<file path="config.mk">
export PLATFORM = sky130hd
export DESIGN_NAME = sbqm_queue_ctrl
export DESIGN_NICKNAME = d
export VERILOG_FILES = /design/src/rtl/sbqm_pkg.sv /design/src/rtl/sbqm_sensor_edge.sv /design/src/rtl/sbqm_queue_ctrl.sv
export SDC_FILE = /design/constraint.sdc
export NUM_CORES = 1
export LEC_CHECK = 0
export BUFFER_PORTS_ARGS = -buffer_cell sky130_fd_sc_hd__buf_2
export CAP_MARGIN = 5
export CORE_UTILIZATION = 59
export DETAILED_ROUTE_END_ITERATION = 16
export PLACE_DENSITY_LB_ADDON = 0.25
export SYNTH_ARGS = -nofsm -noshare
export SYNTH_HDL_FRONTEND = slang
export SYNTH_SLANG_ARGS = --single-unit
</file>
<file path="constraint.sdc">
create_clock -name clk -period 3.1 [get_ports clk]
set_input_delay 0.62 -clock clk [delete_from_list [all_inputs] [get_ports clk]]
set_output_delay 0.62 -clock clk [all_outputs]
set_load 0.05 [all_outputs]
</file>
<file path="src/rtl/sbqm_pkg.sv">
// Shared constants and types for the queue-management block.
// The wait-time table is indexed by {tellers, count}.
package sbqm_pkg;

   localparam int unsigned MAX_CUST = 7;
   localparam int unsigned CNT_W    = 3;
   localparam int unsigned WT_W     = 5;
   localparam int unsigned TEL_W    = 2;

   typedef logic [CNT_W-1:0] cnt_t;
   typedef logic [WT_W-1:0]  wt_t;
   typedef logic [TEL_W-1:0] tel_t;

   // floor(3*(P+T-1)/T), zero when P == 0; the tellers == 0 row repeats the one-teller row
   localparam wt_t WTIME_LUT [2**(TEL_W+CNT_W)] = '{
      5'd0, 5'd3, 5'd6, 5'd9, 5'd12, 5'd15, 5'd18, 5'd21,
      5'd0, 5'd3, 5'd6, 5'd9, 5'd12, 5'd15, 5'd18, 5'd21,
      5'd0, 5'd3, 5'd4, 5'd6, 5'd7,  5'd9,  5'd10, 5'd12,
      5'd0, 5'd3, 5'd4, 5'd5, 5'd6,  5'd7,  5'd8,  5'd9
   };

endpackage

</file>
<file path="src/rtl/sbqm_sensor_edge.sv">
// Photocell front end: 2-flop synchroniser, debouncer and a one-cycle pulse
// when the debounced level falls (the customer has cleared the beam).
module sbqm_sensor_edge #(
   parameter int unsigned DEB_CYCLES = 4
) (
   input  logic clk,
   input  logic rst,
   input  logic sensor,
   output logic fall
);

   localparam int unsigned CW = $clog2(DEB_CYCLES + 1);

   logic          sync1_q, sync2_q;
   logic          level_q;
   logic          fall_q;
   logic [CW-1:0] deb_q;

   always_ff @(posedge clk) begin
      if (!rst) begin
         sync1_q <= 1'b0;
         sync2_q <= 1'b0;
         level_q <= 1'b0;
         fall_q  <= 1'b0;
         deb_q   <= '0;
      end else begin
         sync1_q <= sensor;
         sync2_q <= sync1_q;
         fall_q  <= 1'b0;
         if (sync2_q == level_q) begin
            deb_q <= '0;
         end else if (deb_q == CW'(DEB_CYCLES - 1)) begin
            // Pulse is registered together with the level so the counter sees it next edge
            level_q <= sync2_q;
            deb_q   <= '0;
            fall_q  <= level_q;
         end else begin
            deb_q <= deb_q + CW'(1);
         end
      end
   end

   assign fall = fall_q;

endmodule

</file>
<file path="src/rtl/sbqm_queue_ctrl.sv">
// Bank queue controller: counts customers between the entry and exit photocells
// and publishes occupancy flags plus an estimated wait time.
module sbqm_queue_ctrl
   import sbqm_pkg::*;
#(
   parameter int unsigned DEB_CYCLES = 4,
   parameter int unsigned MAX_CUST   = sbqm_pkg::MAX_CUST
) (
   input  logic             clk,
   input  logic             rst,
   input  logic             back_sensor,
   input  logic             front_sensor,
   input  logic [TEL_W-1:0] tellers,
   output logic [CNT_W-1:0] pcount,
   output logic [WT_W-1:0]  wtime,
   output logic             full,
   output logic             empty,
   output logic             ovf_err,
   output logic             udf_err
);

   localparam cnt_t MaxCnt = cnt_t'(MAX_CUST);

   logic arrive, depart;
   cnt_t cnt_q, cnt_d;
   wt_t  wtime_q;
   logic full_q, empty_q, ovf_q, ovf_d, udf_q, udf_d;

   sbqm_sensor_edge #(.DEB_CYCLES(DEB_CYCLES)) u_back (
      .clk    (clk),
      .rst    (rst),
      .sensor (back_sensor),
      .fall   (arrive)
   );

   sbqm_sensor_edge #(.DEB_CYCLES(DEB_CYCLES)) u_front (
      .clk    (clk),
      .rst    (rst),
      .sensor (front_sensor),
      .fall   (depart)
   );

   // Simultaneous arrive and depart cancel out without an error
   always_comb begin
      cnt_d = cnt_q;
      ovf_d = 1'b0;
      udf_d = 1'b0;
      if (arrive && !depart) begin
         if (cnt_q == MaxCnt) ovf_d = 1'b1;
         else                 cnt_d = cnt_q + cnt_t'(1);
      end else if (depart && !arrive) begin
         if (cnt_q == '0) udf_d = 1'b1;
         else             cnt_d = cnt_q - cnt_t'(1);
      end
   end

   always_ff @(posedge clk) begin
      if (!rst) begin
         cnt_q   <= '0;
         wtime_q <= '0;
         full_q  <= 1'b0;
         empty_q <= 1'b1;
         ovf_q   <= 1'b0;
         udf_q   <= 1'b0;
      end else begin
         cnt_q   <= cnt_d;
         wtime_q <= WTIME_LUT[{tellers, cnt_d}];
         full_q  <= (cnt_d == MaxCnt);
         empty_q <= (cnt_d == '0);
         ovf_q   <= ovf_d;
         udf_q   <= udf_d;
      end
   end

   assign pcount  = cnt_q;
   assign wtime   = wtime_q;
   assign full    = full_q;
   assign empty   = empty_q;
   assign ovf_err = ovf_q;
   assign udf_err = udf_q;

endmodule

</file>
==> flow_summary.toml <==
[run_status]
status = "completed"

[power_and_ir_drop]
clockPowerShare = 0.382
ir_drop_mv = 0.689
power.total_mw = 0.593
switchingPower_mw = 0.114
swShare = 0.193
power_density_nw_per_um2 = 429
seqPwrFrac = 0.575
p_comb_frac = 0.043
p_int_mw = 0.479
p_leak_nw = 0.662

[worst_hold_path]
hp-class = "register to register"
holdPathStages = 1

[detailed_routing]
drc = 0
routedWlPerCell_um = 12.1
drt-initial-drc-count = 3
routed_wl_um = 2040
via_per_inst = 5.45
drtPass1Iterations = 4
vias = 915
antenna_left = 0

[worst_setup_path]
crit_required_ns = 3.36
ff2ff_path_depth = 10
cpMostUsedCell = "ha_1"
arrival_ns = 2.68
path_cells = "inv_1 -> ha_1 -> nor2b_1 -> mux2i_1 -> a221oi_2 -> inv_2 -> ha_1 -> o311ai_1 -> nand2_1 -> a21oi_1"
path_class = "register to register"
slowest_delay_ns = 0.51
critPathMaxFanout = 7
cp-start-kind = "register"
slowest_stage = "a221oi_2"
cp-end-kind = "register"

[finish]
antenna_cells = 0
stdcell_area_um2 = 1380
nets = 162
fill_cells = 170
layout-drive-gt1-share = 0.191
area_growth_pct = 12.7

[global_route]
grt_antenna_before_repair = 0
grt_pass1_vias = 803
grt_overflow = 0
grt_max_degree = 24
track_usage = 0.204
grt_pass1_wl_um = 3190

[sta]
min_period_ns = 2.42
skew_ns = 0.00769
clock.fmax_mhz = 414
slew_violations = 0
rsz0062_at_grt = "no"
slew_headroom = 0.635
hold_ws_ns = 0.437
fin_crit_sh = 0.780
finalHoldViolCount = 0
finalSetupTns_ns = 0
finalSetupViolations = 0
worst_pin_slew_ns = 0.547

[die]
rows = 16
coreArea_um2 = 1960
die_h_um = 47.6
dieWidth_um = 47.6
num_io_pins = 18
dieArea_um2 = 2270
start_util = 0.626

[cts]
cts_setup_buffers = 0
clkLatencyLatePin_ns = 0.32
cts_tree = "done"
clock-sinks = 26
cts_buffers = 3
path_clk_slew_ns = 0.14
h-tree-depth = 1
clock_tree.root_cell = "clkbuf_4"
cts_buffer_depth = 2
hold_buffers = 0
cts_resized = 0

[synth]
syn-instance-count = 124
avgSynthCellArea_um2 = 9.90
syn-num-nets = 144
netlist_area_um2 = 1230
yosys_warnings = 0
seq_area_frac_synth = 0.424
yosysUniqueCellTypes = 31
ys_ff_latch = 26

[placed_design]
io_buffers = 17
dpl.hpwl_um = 1500
detailed_place.area_um2 = 1330
gp_congestion = 0.791

[run]
cap_violations = 0
[power groups by stage]
stage	logic [mW]	clock network, mW	registers, mW
6_report	0.0255	0.227	0.341
3_3_place_gp	0.0253	0	0.348
3_5_place_dp	0.0257	0	0.348
5_1_grt	0.0289	0.248	0.342
2_1_floorplan	0.0131	0	0.353
4_1_cts	0.0258	0.234	0.341
[synthesized netlist by cell type]
master      n  area share
o311ai_1    2       0.014
and2_1      7       0.036
o2bb2ai_1   2       0.014
nand2b_1    3       0.015
nand4_1     1      0.0051
a221oi_2    1       0.012
and3b_1     1      0.0071
nand2_1     7       0.021
clkbuf_1    2      0.0061
ha_1       14        0.14
nand3b_1    3       0.018
o21ai_0     3       0.012
nor2b_1     5       0.025
nor2_1      7       0.021
a21oi_1     4       0.016
a211o_1     1      0.0071
xnor2_2     1       0.013
o22ai_2     2       0.020
mux2i_1     4       0.033
buf_2       3       0.012
and3_1      1      0.0051
inv_2       1      0.0031
a31oi_1     1      0.0051
and4b_1     3       0.024
nor3_1      1      0.0041
xor2_1      3       0.021
inv_1      10       0.031
dfxtp_1    26        0.42
o211a_1     1      0.0082
a21bo_1     1      0.0082
nand3_1     3       0.012
[kinds of logic after synthesis]
family	share of synthesized area
xor+xnor	0.0347
flops	0.424
simple gates	0.196
compound gates	0.118
fa+ha+maj	0.143
buf+inv	0.0520
mux	0.0326
[metrics by stage]
step           instances  utilization  setup WS [ns]
6_report             168        0.705          0.683
3_5_place_dp         164        0.679          0.694
4_1_cts              168        0.705          0.649
3_3_place_gp         164        0.679          0.839
5_1_grt              168        0.705          0.430
2_1_floorplan        124            -          0.488
[critical path, delay by kind of cell (launching register included)]
kind,cells,cell delay (ns)
buffers and inverters,2,0.25
and+or+nand+nor,2,0.34
adders and majority gates,2,0.39
AOI/OAI and AO/OA,3,0.88
muxes,1,0.14
DFF,1,0.35
[layout by cell type, fill, tap and decap left out, types with 2 or more instances in the layout]
cell type,instances
a21oi_1,4
and2_1,7
and4b_1,3
buf_2,17
clkbuf_4,3
dfxtp_1,26
ha_1,14
inv_1,10
mux2i_1,4
nand2_1,7
nand2b_1,3
nand3_1,3
nand3b_1,3
nor2_1,7
nor2b_1,5
o21ai_0,3
o22ai_2,2
o2bb2ai_1,2
o311ai_1,2
xor2_1,3
[cell type report]
| type | count | area, um2 | area share |
|---|---|---|---|
| well taps | 27 | 33.8 | 0.0244 |
| clock inverters | 1 | 30.0 | 0.0217 |
| clock buffers | 3 | 22.5 | 0.0163 |
| multi-input cells | 82 | 643 | 0.465 |
| flip-flops and latches | 26 | 520 | 0.376 |
| inverters | 11 | 41.3 | 0.0298 |
| repair buffers | 18 | 92.6 | 0.0669 |
[metal layers]
metal  global-route usage  up-vias  share of wire
met2                0.356       26           0.51
met5                    0        -              0
met4                0.117        0          0.019
met3               0.0604        4          0.044
met1                0.219      431           0.42
li1                     -      454              -
[state kept, by name (all words and copies together) (netlist names)]
name,cells
empty,1
full,1
ovf_err,1
pcount,3
u_back.deb_q,3
u_back.fall,1
u_back.level_q,1
u_back.sync1_q,1
u_back.sync2_q,1
u_front.deb_q,3
u_front.fall,1
u_front.level_q,1
u_front.sync1_q,1
u_front.sync2_q,1
udf_err,1
wtime,5
[final timing paths]
| check | from | to | slack (ns) |
|---|---|---|---|
| min | u_back.deb_q[0] | u_back.deb_q[0] | 0.44 |
| min reg2reg | u_back.deb_q[0] | u_back.deb_q[0] | 0.44 |
| max | pcount[0] | wtime[3] | 0.68 |
| max reg2reg | pcount[0] | wtime[3] | 0.68 |
Power figures use the tool's default switching activity.
